### src/rtl/pipe_reg_chain_pkg.sv
// Shared constants and helpers for the pipe_reg_chain register pipeline.
// Build option: PIPE_REG_CHAIN_SKID_EN adds a skid register per stage (CAP = 2*DEPTH).
package pipe_reg_pkg;

    localparam int unsigned            DEF_WIDTH     = 16;
    localparam int unsigned            DEF_DEPTH     = 2;
    localparam logic [DEF_WIDTH-1:0]   DEF_RESET_VAL = '0;

    // Fill level of one stage; ST_FULL only exists with a skid register.
    typedef enum logic [1:0] {
        ST_EMPTY = 2'd0,
        ST_MAIN  = 2'd1,
        ST_FULL  = 2'd2
    } stage_st_e;

    function automatic int unsigned clog2(input int unsigned value);
        int unsigned result;
        result = 0;
        for (int unsigned i = 0; i < 32; i++) begin
            if ((64'd1 << i) < 64'(value)) begin
                result = i + 1;
            end
        end
        return result;
    endfunction

    function automatic int unsigned chain_cap(input int unsigned depth);
`ifdef PIPE_REG_CHAIN_SKID_EN
        return 2 * depth;
`else
        return depth;
`endif
    endfunction

    function automatic int unsigned occ_width(input int unsigned cap);
        return clog2(cap + 1);
    endfunction

endpackage

### src/rtl/pipe_reg_chain_stage.sv
// One valid/ready register stage: main register plus, when PIPE_REG_CHAIN_SKID_EN
// is defined, a skid register that keeps upstream ready registered.
//
//   state    | meaning
//   ---------+-----------------------------------------------
//   ST_EMPTY | no word held, upstream ready
//   ST_MAIN  | main register holds the oldest word
//   ST_FULL  | main and skid both hold words, upstream stalled
module pipe_reg_stage
    import pipe_reg_pkg::*;
#(
    parameter int unsigned      WIDTH     = DEF_WIDTH,
    parameter logic [WIDTH-1:0] RESET_VAL = '0
) (
    input  logic             clk_i,
    input  logic             clr_i,
    input  logic             flush_i,
    input  logic             in_valid_i,
    output logic             in_ready_o,
    input  logic [WIDTH-1:0] in_data_i,
    output logic             out_valid_o,
    input  logic             out_ready_i,
    output logic [WIDTH-1:0] out_data_o
);

    stage_st_e        state_q, state_d;
    logic [WIDTH-1:0] main_q, main_d;
    logic             in_fire, out_fire;

`ifdef PIPE_REG_CHAIN_SKID_EN
    logic [WIDTH-1:0] skid_q, skid_d;

    // Depends on state only, so no combinational path from downstream ready.
    assign in_ready_o = (state_q != ST_FULL);
`else
    assign in_ready_o = (state_q == ST_EMPTY) || out_ready_i;
`endif

    assign out_valid_o = (state_q != ST_EMPTY);
    assign out_data_o  = main_q;
    assign in_fire     = in_valid_i && in_ready_o;
    assign out_fire    = out_valid_o && out_ready_i;

    always_comb begin
        state_d = state_q;
        main_d  = main_q;
`ifdef PIPE_REG_CHAIN_SKID_EN
        skid_d  = skid_q;
`endif
        if (flush_i) begin
            state_d = ST_EMPTY;
            main_d  = RESET_VAL;
`ifdef PIPE_REG_CHAIN_SKID_EN
            skid_d  = RESET_VAL;
`endif
        end else begin
            unique case (state_q)
                ST_EMPTY: begin
                    if (in_fire) begin
                        main_d  = in_data_i;
                        state_d = ST_MAIN;
                    end
                end
                ST_MAIN: begin
                    if (out_fire) begin
                        if (in_fire) begin
                            main_d = in_data_i;
                        end else begin
                            state_d = ST_EMPTY;
                        end
                    end
`ifdef PIPE_REG_CHAIN_SKID_EN
                    else if (in_fire) begin
                        skid_d  = in_data_i;
                        state_d = ST_FULL;
                    end
`endif
                end
`ifdef PIPE_REG_CHAIN_SKID_EN
                ST_FULL: begin
                    if (out_fire) begin
                        main_d  = skid_q;
                        state_d = ST_MAIN;
                    end
                end
`endif
                default: begin
                    state_d = ST_EMPTY;
                end
            endcase
        end
    end

    always_ff @(posedge clk_i or posedge clr_i) begin
        if (clr_i) begin
            state_q <= ST_EMPTY;
            main_q  <= RESET_VAL;
`ifdef PIPE_REG_CHAIN_SKID_EN
            skid_q  <= RESET_VAL;
`endif
        end else begin
            state_q <= state_d;
            main_q  <= main_d;
`ifdef PIPE_REG_CHAIN_SKID_EN
            skid_q  <= skid_d;
`endif
        end
    end

endmodule

### src/rtl/pipe_reg_chain.sv
// DEPTH-stage valid/ready register pipeline with flush and occupancy count.
// Build option: PIPE_REG_CHAIN_SKID_EN selects skid stages and a registered in_ready_o.
module pipe_reg_chain
    import pipe_reg_pkg::*;
#(
    parameter int unsigned      WIDTH     = DEF_WIDTH,
    parameter int unsigned      DEPTH     = DEF_DEPTH,
    parameter logic [WIDTH-1:0] RESET_VAL = WIDTH'(DEF_RESET_VAL),
    localparam int unsigned     CAP       = chain_cap(DEPTH),
    localparam int unsigned     OCC_W     = occ_width(CAP)
) (
    input  logic             clk_i,
    input  logic             clr_i,
    input  logic             flush_i,
    input  logic             in_valid_i,
    output logic             in_ready_o,
    input  logic [WIDTH-1:0] in_data_i,
    output logic             out_valid_o,
    input  logic             out_ready_i,
    output logic [WIDTH-1:0] out_data_o,
    output logic [OCC_W-1:0] occupancy_o
);

    logic             head_rdy;
    logic             in_fire, out_fire;
    logic [OCC_W-1:0] occ_q, occ_d;

    // Per-stage signals live in their own generate scope so the ready chain
    // does not form a self-referencing vector.
    for (genvar g = 0; g < DEPTH; g++) begin : g_stage
        logic             v_in, v_out, rdy_up, rdy_dn;
        logic [WIDTH-1:0] d_in, d_out;

        if (g == 0) begin : g_head
            assign v_in = in_valid_i;
            assign d_in = in_data_i;
        end else begin : g_link
            assign v_in = g_stage[g-1].v_out;
            assign d_in = g_stage[g-1].d_out;
        end

        if (g == DEPTH - 1) begin : g_tail
            assign rdy_dn = out_ready_i;
        end else begin : g_back
            assign rdy_dn = g_stage[g+1].rdy_up;
        end

        pipe_reg_stage #(
            .WIDTH     (WIDTH),
            .RESET_VAL (RESET_VAL)
        ) u_stage (
            .clk_i       (clk_i),
            .clr_i       (clr_i),
            .flush_i     (flush_i),
            .in_valid_i  (v_in),
            .in_ready_o  (rdy_up),
            .in_data_i   (d_in),
            .out_valid_o (v_out),
            .out_ready_i (rdy_dn),
            .out_data_o  (d_out)
        );
    end

    assign head_rdy    = g_stage[0].rdy_up;
    assign in_ready_o  = head_rdy && !clr_i;
    assign out_valid_o = g_stage[DEPTH-1].v_out;
    assign out_data_o  = g_stage[DEPTH-1].d_out;

    assign in_fire  = in_valid_i && in_ready_o;
    assign out_fire = out_valid_o && out_ready_i;

    always_comb begin
        occ_d = occ_q;
        if (flush_i) begin
            occ_d = '0;
        end else if (in_fire && !out_fire) begin
            occ_d = occ_q + OCC_W'(1);
        end else if (!in_fire && out_fire) begin
            occ_d = occ_q - OCC_W'(1);
        end
    end

    always_ff @(posedge clk_i or posedge clr_i) begin
        if (clr_i) begin
            occ_q <= '0;
        end else begin
            occ_q <= occ_d;
        end
    end

    assign occupancy_o = occ_q;

endmodule
### config.mk
export PLATFORM = sky130hd
export DESIGN_NAME = pipe_reg_chain
export DESIGN_NICKNAME = d
export VERILOG_FILES = /design/src/rtl/pipe_reg_chain_pkg.sv /design/src/rtl/pipe_reg_chain_stage.sv /design/src/rtl/pipe_reg_chain.sv
export SDC_FILE = /design/constraint.sdc
export NUM_CORES = 1
export LEC_CHECK = 0
export ABC_AREA = 1
export CAP_MARGIN = 40
export CORE_ASPECT_RATIO = 1.2
export CORE_UTILIZATION = 54
export DETAILED_ROUTE_END_ITERATION = 8
export GPL_TIMING_DRIVEN = 0
export PLACE_DENSITY = 0.81
export SYNTH_ARGS = -nofsm -noshare
export SYNTH_HDL_FRONTEND = slang
export SYNTH_HIERARCHICAL = 1
export SYNTH_SLANG_ARGS = --single-unit
### constraint.sdc
create_clock -name clk_i -period 4.6 [get_ports clk_i]
set_input_delay 0.46 -clock clk_i [delete_from_list [all_inputs] [get_ports clk_i]]
set_output_delay 0.46 -clock clk_i [all_outputs]
set_load 0.05 [all_outputs]
Word level (Yosys, flattened, before mapping)
Index checks and enable logic that the tools add are counted.
- add/sub/neg operators: 2
- reduce and logical (&&, ||, !) cells: 23
- multiplexer cells: 21
- eq/ne operators: 8
- operators by type and width (operator ; count):
    $mux W16 ; 6
    $pmux W16 S2 ; 2
    $mux W2 ; 11
    $ne A3 B3 Y1 const B ; 4
    $reduce_bool A3 Y1 ; 3
    $pmux W2 S2 ; 2
    $logic_and A1 B1 Y1 ; 7
    $ne A3 B2 Y1 const B ; 2
    $reduce_and A3 Y1 ; 2
    $eq A2 B1 Y1 const B ; 2
    $logic_not A2 Y1 ; 2
    $reduce_and A2 Y1 ; 2
    $reduce_bool A2 Y1 ; 2
    $logic_not A1 Y1 ; 3
    $add A2 B1 Y2 const B ; 1
    $logic_or A1 B1 Y1 ; 2
    $sub A2 B1 Y2 const B ; 1
- bits of input ports: 21
- output and inout port bits: 20
- register bits: 38

Longest topological paths before layout
Gate-level depths: netlist of run 1.
- depth in word-level cells: 10
- depth in mapped cells: 12

Modules after synthesis
The synthesis of run 1 kept the hierarchy.
- modules (own cells, without submodules) (module ; sequential area each (um2) ; times used ; area an instance (um2) ; cells each):
    pipe_reg_stage ; 425.4 ; 2 ; 858.3 ; 79
    pipe_reg_chain ; 50.0 ; 1 ; 170.2 ; 23

Worst setup path before layout of run 1
OpenSTA, ideal clock, no wires.
- path type: register to output
- start: register g_stage[1].u_stage.state_q[0]
- end: output in_ready_o
- setup slack: 2.503 ns
- arrival: 1.637 ns
- stages on the path, launching flop included: 8
- required time: 4.140 ns
- buffers on the path: 2
- cells stage by stage: dfrtp_1 -> nand2_4 -> clkbuf_8 -> inv_2 -> nand2_4 -> clkbuf_8 -> inv_2 -> nor2_4
- cells in the longest elaborated chain, start to end: 4
- RTL lines (element ; RTL line ; source):
    start, declared ; pipe_reg_chain_stage.sv:26 ; stage_st_e state_q, state_d;
    start signal, assigned ; pipe_reg_chain_stage.sv:102 ; state_q <= state_d;
    $logic_not A2 Y1 ; pipe_reg_chain_stage.sv:36 ; assign in_ready_o = (state_q == ST_EMPTY) || out_ready_i;
    $logic_or A1 B1 Y1 ; pipe_reg_chain_stage.sv:36 ;
    named net g_stage[0].rdy_dn ; pipe_reg_chain.sv:31 ; logic v_in, v_out, rdy_up, rdy_dn;
    $logic_or A1 B1 Y1 ; pipe_reg_chain_stage.sv:36 ;
    named net g_stage[0].rdy_up ; pipe_reg_chain.sv:31 ;
    $logic_and A1 B1 Y1 ; pipe_reg_chain.sv:65 ; assign in_ready_o = head_rdy && !clr_i;
    end, declared ; pipe_reg_chain.sv:16 ; output logic in_ready_o,
The timed path passes the listed nets, and every way through them passes these cells.

Worst setup path after layout of run 1
- start: input out_ready_i
- end: output in_ready_o
- cells in the longest elaborated chain, start to end: 3
- RTL lines (element ; RTL line ; source):
    start, declared ; pipe_reg_chain.sv:19 ; input logic out_ready_i,
    $logic_or A1 B1 Y1 ; pipe_reg_chain_stage.sv:36 ;
    named net g_stage[0].rdy_dn ; pipe_reg_chain.sv:31 ;
    $logic_or A1 B1 Y1 ; pipe_reg_chain_stage.sv:36 ;
    named net g_stage[0].rdy_up ; pipe_reg_chain.sv:31 ;
    $logic_and A1 B1 Y1 ; pipe_reg_chain.sv:65 ;
The timed path passes the listed nets, and every way through them passes these cells.

==> results.json, run 1 <==
{
  "outcome": "finished clean",
  "port_buffers": 40,
  "max_stage_delay_ps": 810,
  "drt_iter0_markers": 39,
  "place_congestion": 0.800,
  "drt-wirelength-per-cell_um": 14.5,
  "dpl.hpwl_um": 3070,
  "ys_types": 20,
  "fin_crit_sh_pct": 67.7,
  "cts-root-buf": "clkbuf_8",
  "p_per_area_nw_per_um2": 303,
  "initial_core_util_pct": 56.5,
  "pwr-share-clk_pct": 30.6,
  "yosysSeqAreaShare_pct": 47.7,
  "synth.area.top_cells": "dfrtp_1 (48%), nand3_2 (12%), nand4_1 (11%)",
  "dr.pass1.iters": 4,
  "postCtsSetupRepairBufs": 0,
  "ios": 41,
  "slew_violations": 0,
  "crit_required_ps": 4140,
  "cts_resized": 0,
  "finalNonFillerCells": 266,
  "p_seq_share_pct": 47.8,
  "diodes": 0,
  "dieArea_um2": 3740,
  "cp_max_fo": 11,
  "die_h_um": 66.8,
  "ir_drop_mv": 0.259,
  "cts_sinks": 36,
  "hold_viol_final": 0,
  "synth_cells": 181,
  "drt_wl_total_um": 3870,
  "grt_max_degree": 18,
  "hp-class": "in2async",
  "synth.cell_area_um2": 1890,
  "finalSetupViolations": 0,
  "slew_headroom_pct": 57.2,
  "grt_pass1_vias": 1408,
  "fmax_ghz": 0.321,
  "vias": 1493,
  "switching_power_uw": 212,
  "p_int_uw": 521,
  "tightestPinTransition_ps": 641,
  "cap_violations": 0,
  "clk_latency_ps": 280,
  "postCtsHoldBufs": 0,
  "core-area_um2": 3340,
  "grt_pass1_wl_um": 6380,
  "nNetsFinal": 249,
  "comb_power_share_pct": 21.6,
  "detail-route-antenna-nets": 0,
  "drt-vias-per-instance": 5.61,
  "cts.clk_slew.worst_paths_ps": 70,
  "grt-ovfl-total": 0,
  "setup_tns_ps": 0,
  "cts_made_buffers": 5,
  "worstSetupEndpointType": "primary output",
  "synth_top_area_share_pct": 47.7,
  "antenna_found_initial": 0,
  "path_common_cell": "inv_2",
  "ys_ff_latch": 36,
  "path_cells": "clkdlybuf4s50_1 -> inv_2 -> nand2_4 -> clkbuf_8 -> inv_2 -> nand2_4 -> clkbuf_8 -> inv_2 -> nor2_4 -> clkdlybuf4s50_1",
  "crit_path_top_delay_cell": "clkdlybuf4s50_1",
  "drc": 0,
  "area_growth_pct": 28.4,
  "syn_area_per_cell_um2": 10.4,
  "drive_gt1_share_pct": 24.0,
  "cts_tree": "built",
  "synth_top_area_cell": "dfrtp_1",
  "yosysWarningCount": 6,
  "p_leak_nw": 1.19,
  "crit_path_start_kind": "primary input",
  "path_class": "in2out",
  "rsz0062_at_grt": "false",
  "p_sw_share_pct": 28.9,
  "die_x_um": 56.0,
  "htree_levels": 2,
  "grtUsageTotal_pct": 22.1,
  "clk_path_buf_depth": 2,
  "synth_nets": 202,
  "cp.arrival_ps": 2660,
  "fin_worst_skew_ps": 3.99,
  "period_needed_ps": 3120,
  "placed_cells": 258,
  "row_count": 23
}
logic make-up (layout without fill, tap and decap cells):
family | count (synthesis) | after routing | synth area share (%)
buf+inv | 26 | 74 | 12.1
xor+xnor | 2 | 2 | 0.929
flops | 36 | 36 | 47.7
simple gates | 115 | 115 | 38.7
compound gates | 2 | 2 | 0.531
area by class of cell:
class | count | area [µm²]
inverters | 12 | 46.3
fillers | 233 | 915
clock buffers | 8 | 90.1
well taps | 37 | 46.3
repair buffers | 40 | 400
multi-input cells | 119 | 757
flip-flops and latches | 36 | 901
plain buffers | 14 | 183
routing by layer:
| metal | up-vias | track usage, % | wire, µm |
|---|---|---|---|
| li1 | 726 | - | - |
| met1 | 718 | 26.7 | 1580 |
| met2 | 43 | 38.8 | 2090 |
| met3 | 6 | 4.27 | 157 |
| met4 | 0 | 8.84 | 47 |
| met5 | - | 0 | 0 |
metrics by stage:
step	hold slack [ps]	worst slack, ps	utilization (%)	instance area (µm²)	power, mW
after floorplan	199	2500	-	1890	0.460
after global routing	506	1380	72.6	2420	0.764
final	501	1480	72.6	2420	0.733
after CTS	496	1480	72.6	2420	0.740
after detailed placement	488	1480	69.9	2330	0.516
after global placement	487	1520	69.9	2330	0.508
worst max-delay path, delay by kind of cell:
kind          cells  cell delay [ps]
simple gates      3              340
buf+inv           7             1840
path summary, 6_finish.rpt:
| path | slack (ps) | endpoint | depth (start not counted) | start |
|---|---|---|---|---|
| setup reg to reg | 2920 | occupancy_o[0] | 11 | g_stage[1].u_stage/state_q[0] |
| min in group clk_i | 500 | g_stage[1].u_stage/out_data_o[15] | 2 | g_stage[1].u_stage/out_data_o[15] |
| hold / removal | 500 | occupancy_o[1] | 2 | clr_i |
| hold reg to reg | 500 | g_stage[1].u_stage/out_data_o[15] | 2 | g_stage[1].u_stage/out_data_o[15] |
| setup / recovery | 1480 | in_ready_o | 10 | out_ready_i |
| max in group asynchronous | 3440 | g_stage[0].u_stage/out_data_o[13] | 2 | clr_i |
power groups by stage:
stage               clock network, mW  registers (mW)  logic (mW)
global placement                    0           0.355       0.153
detailed placement                  0           0.356       0.159
floorplan                           0           0.385      0.0751
global route                    0.243           0.352       0.169
CTS                             0.229           0.350       0.160
finish                          0.224           0.351       0.158
Yosys cell counts:
library cell	instances
nor2_4	1
inv_1	5
nand2_8	2
nand3_1	14
nand2_1	38
a21oi_1	2
nand3_2	22
xnor2_1	1
nand4_1	34
nand2_4	2
clkbuf_8	6
dfrtp_1	36
buf_4	2
buf_12	2
clkinv_2	1
nand2_2	1
xor2_1	1
inv_2	6
buf_6	4
nor2_1	1
cells in the final DEF (no fill, tap or decap), types with 4 or more instances in the layout:
| master | netlist | final |
|---|---|---|
| buf_6 | 4 | 4 |
| clkbuf_8 | 6 | 12 |
| clkdlybuf4s50_1 | 0 | 40 |
| dfrtp_1 | 36 | 36 |
| inv_1 | 5 | 5 |
| inv_2 | 6 | 6 |
| nand2_1 | 38 | 38 |
| nand3_1 | 14 | 14 |
| nand3_2 | 22 | 22 |
| nand4_1 | 34 | 34 |
flip-flops by register name, indices dropped and copies added, names as in the netlist:
| name | flops |
|---|---|
| g_stage.u_stage/out_data_o | 32 |
| g_stage.u_stage/state_q | 2 |
| occupancy_o | 2 |
Power figures use the tool's default switching activity.
==> run 2, diff against run 1 <==
--- a/config.mk
+++ b/config.mk
@@ -8,10 +8,10 @@
 export ABC_AREA = 1
 export CAP_MARGIN = 40
 export CORE_ASPECT_RATIO = 1.2
-export CORE_UTILIZATION = 54
+export CORE_UTILIZATION = 50
 export DETAILED_ROUTE_END_ITERATION = 8
 export GPL_TIMING_DRIVEN = 0
-export PLACE_DENSITY = 0.81
+export PLACE_DENSITY = 0.76
 export SYNTH_ARGS = -nofsm -noshare
 export SYNTH_HDL_FRONTEND = slang
 export SYNTH_HIERARCHICAL = 1
==> constraint.sdc (replaced) <==
create_clock -name clk_i -period 3.1 [get_ports clk_i]
set_input_delay 0.31 -clock clk_i [delete_from_list [all_inputs] [get_ports clk_i]]
set_output_delay 0.31 -clock clk_i [all_outputs]
set_load 0.05 [all_outputs]
==> run 2 against run 1 <==
  * Setup slack worse by 1200 ps
  * Sequential cell count unchanged
  * Global-route usage fell by 0.19 points
  * Sequential share of layout area is 0.096 points lower
  * Critical path depth is the same
  * Worst hold slack lost 150 ps
  * Sequential power rose by 48%
==> results.json, run 2 (same netlist as run 1, synthesis figures left out) <==
{
  "outcome": "finished clean",
  "finalNonFillerCells": 280,
  "core-area_um2": 3630,
  "area_growth_pct": 28.8,
  "dpl.hpwl_um": 2970,
  "fmax_ghz": 0.356,
  "drt_wl_total_um": 3770,
  "tightestPinTransition_ps": 638,
  "grt-ovfl-total": 0,
  "cts_resized": 0,
  "drc": 0,
  "reg2reg_slack_ps": 1450,
  "worstSetupEndpointType": "primary output",
  "grt_max_degree": 18,
  "p_leak_nw": 1.19,
  "drt-vias-per-instance": 5.20,
  "clk_latency_ps": 290,
  "finalSetupViolations": 0,
  "hold_viol_final": 0,
  "crit_required_ps": 2790,
  "cts_made_buffers": 5,
  "port_buffers": 40,
  "nFillCells": 291,
  "postCtsHoldBufs": 0,
  "initial_core_util_pct": 51.9,
  "setup_tns_ps": 0,
  "drt-wirelength-per-cell_um": 13.5,
  "rr_endpoint": "occupancy_o[1]",
  "hold_slack_ps": 348,
  "r2r_cells": 11,
  "place_congestion": 0.795,
  "period_needed_ps": 2810,
  "clk_path_buf_depth": 2,
  "row_count": 24,
  "die_x_um": 58.1,
  "fin_crit_sh_pct": 90.6,
  "crit_path_start_kind": "primary input",
  "cts.clk_slew.worst_paths_ps": 70,
  "r2r_start": "g_stage[1].u_stage/state_q[0]",
  "hp-class": "in2async",
  "p_per_area_nw_per_um2": 436,
  "antenna_found_initial": 0,
  "postLayoutSetupSlackWorst_ps": 290,
  "cp.arrival_ps": 2500,
  "drt_iter0_markers": 42,
  "cts-root-buf": "clkbuf_8",
  "dr.pass1.iters": 4,
  "placed_cells": 273,
  "ir_drop_mv": 0.293,
  "post-place-ws_ps": 278,
  "cp_max_fo": 11,
  "vias": 1456,
  "postCtsSetupRepairBufs": 0,
  "final_common_cell": "clkdlybuf4s50_1",
  "cap_violations": 0,
  "die_h_um": 69.3,
  "slew_headroom_pct": 57.4,
  "diodes": 0,
  "rsz0062_at_grt": "false",
  "slew_violations": 0,
  "ios": 41,
  "cts_tree": "built",
  "largest_register_ffs": 32,
  "htree_levels": 2,
  "nNetsFinal": 249,
  "grt_pass1_wl_um": 6750,
  "drive_gt1_share_pct": 24.1,
  "cts_sinks": 36,
  "grt_pass1_vias": 1484,
  "grtUsageTotal_pct": 21.9,
  "dieArea_um2": 4020,
  "path_class": "in2out",
  "detail-route-antenna-nets": 0,
  "fin_worst_skew_ps": 3.63,
  "final_cell_mix": "clkdlybuf4s50_1 (40), nand2_1 (38), dfrtp_1 (36), nand4_1 (34), nand3_2 (22)"
}
run 2: stage by stage:
step	area, µm²	power (mW)	util, %
2_1_floorplan	1890	0.682	-
3_3_place_gp	2350	0.754	64.7
3_5_place_dp	2350	0.763	64.7
4_1_cts	2430	1.07	66.9
5_1_grt	2430	1.12	66.9
6_report	2430	1.06	66.9
run 2: worst max path at each step:
stage                                              from             end  cells after the start
after floorplan           g_stage[1].u_stage/state_q[0]  occupancy_o[0]                     10
after global placement                      out_ready_i      in_ready_o                     10
after detailed placement                    out_ready_i      in_ready_o                     10
after CTS                                   out_ready_i      in_ready_o                     10
after global routing                        out_ready_i      in_ready_o                     10
final                                       out_ready_i      in_ready_o                     10
run 2: worst max-delay path, stage by stage:
cell,delay [ps]
clkdlybuf4s50_1,490
inv_2,50
nand2_4,130
clkbuf_8,190
inv_2,50
nand2_4,130
clkbuf_8,200
inv_2,50
nor2_4,80
clkdlybuf4s50_1,810
run 2: layer usage:
metal | wire (µm) | part of all wire (%) | up-vias | global-route usage, %
met5 | 0 | 0 | - | 0
met4 | 67 | 1.8 | 0 | 8.73
met3 | 135 | 3.6 | 9 | 5.22
met2 | 1960 | 52 | 41 | 35.8
met1 | 1610 | 43 | 684 | 27.6
li1 | - | - | 722 | -
run 2: where the power goes:
part	switching, mW	total, mW	internal [mW]
clock network	0.155	0.308	0.153
registers	0.0239	0.520	0.496
logic	0.136	0.233	0.0972
run 2: layout make-up:
class	count	area (µm²)	area share [%]
buffer	14	183	7.52
clock buffer	6	72.6	2.99
clock inverter	1	5.00	0.206
inverter	12	46.3	1.91
multi-input combinational	119	757	31.2
sequential	36	901	37.1
tap	52	65.1	2.68
timing repair buffer	40	400	16.5
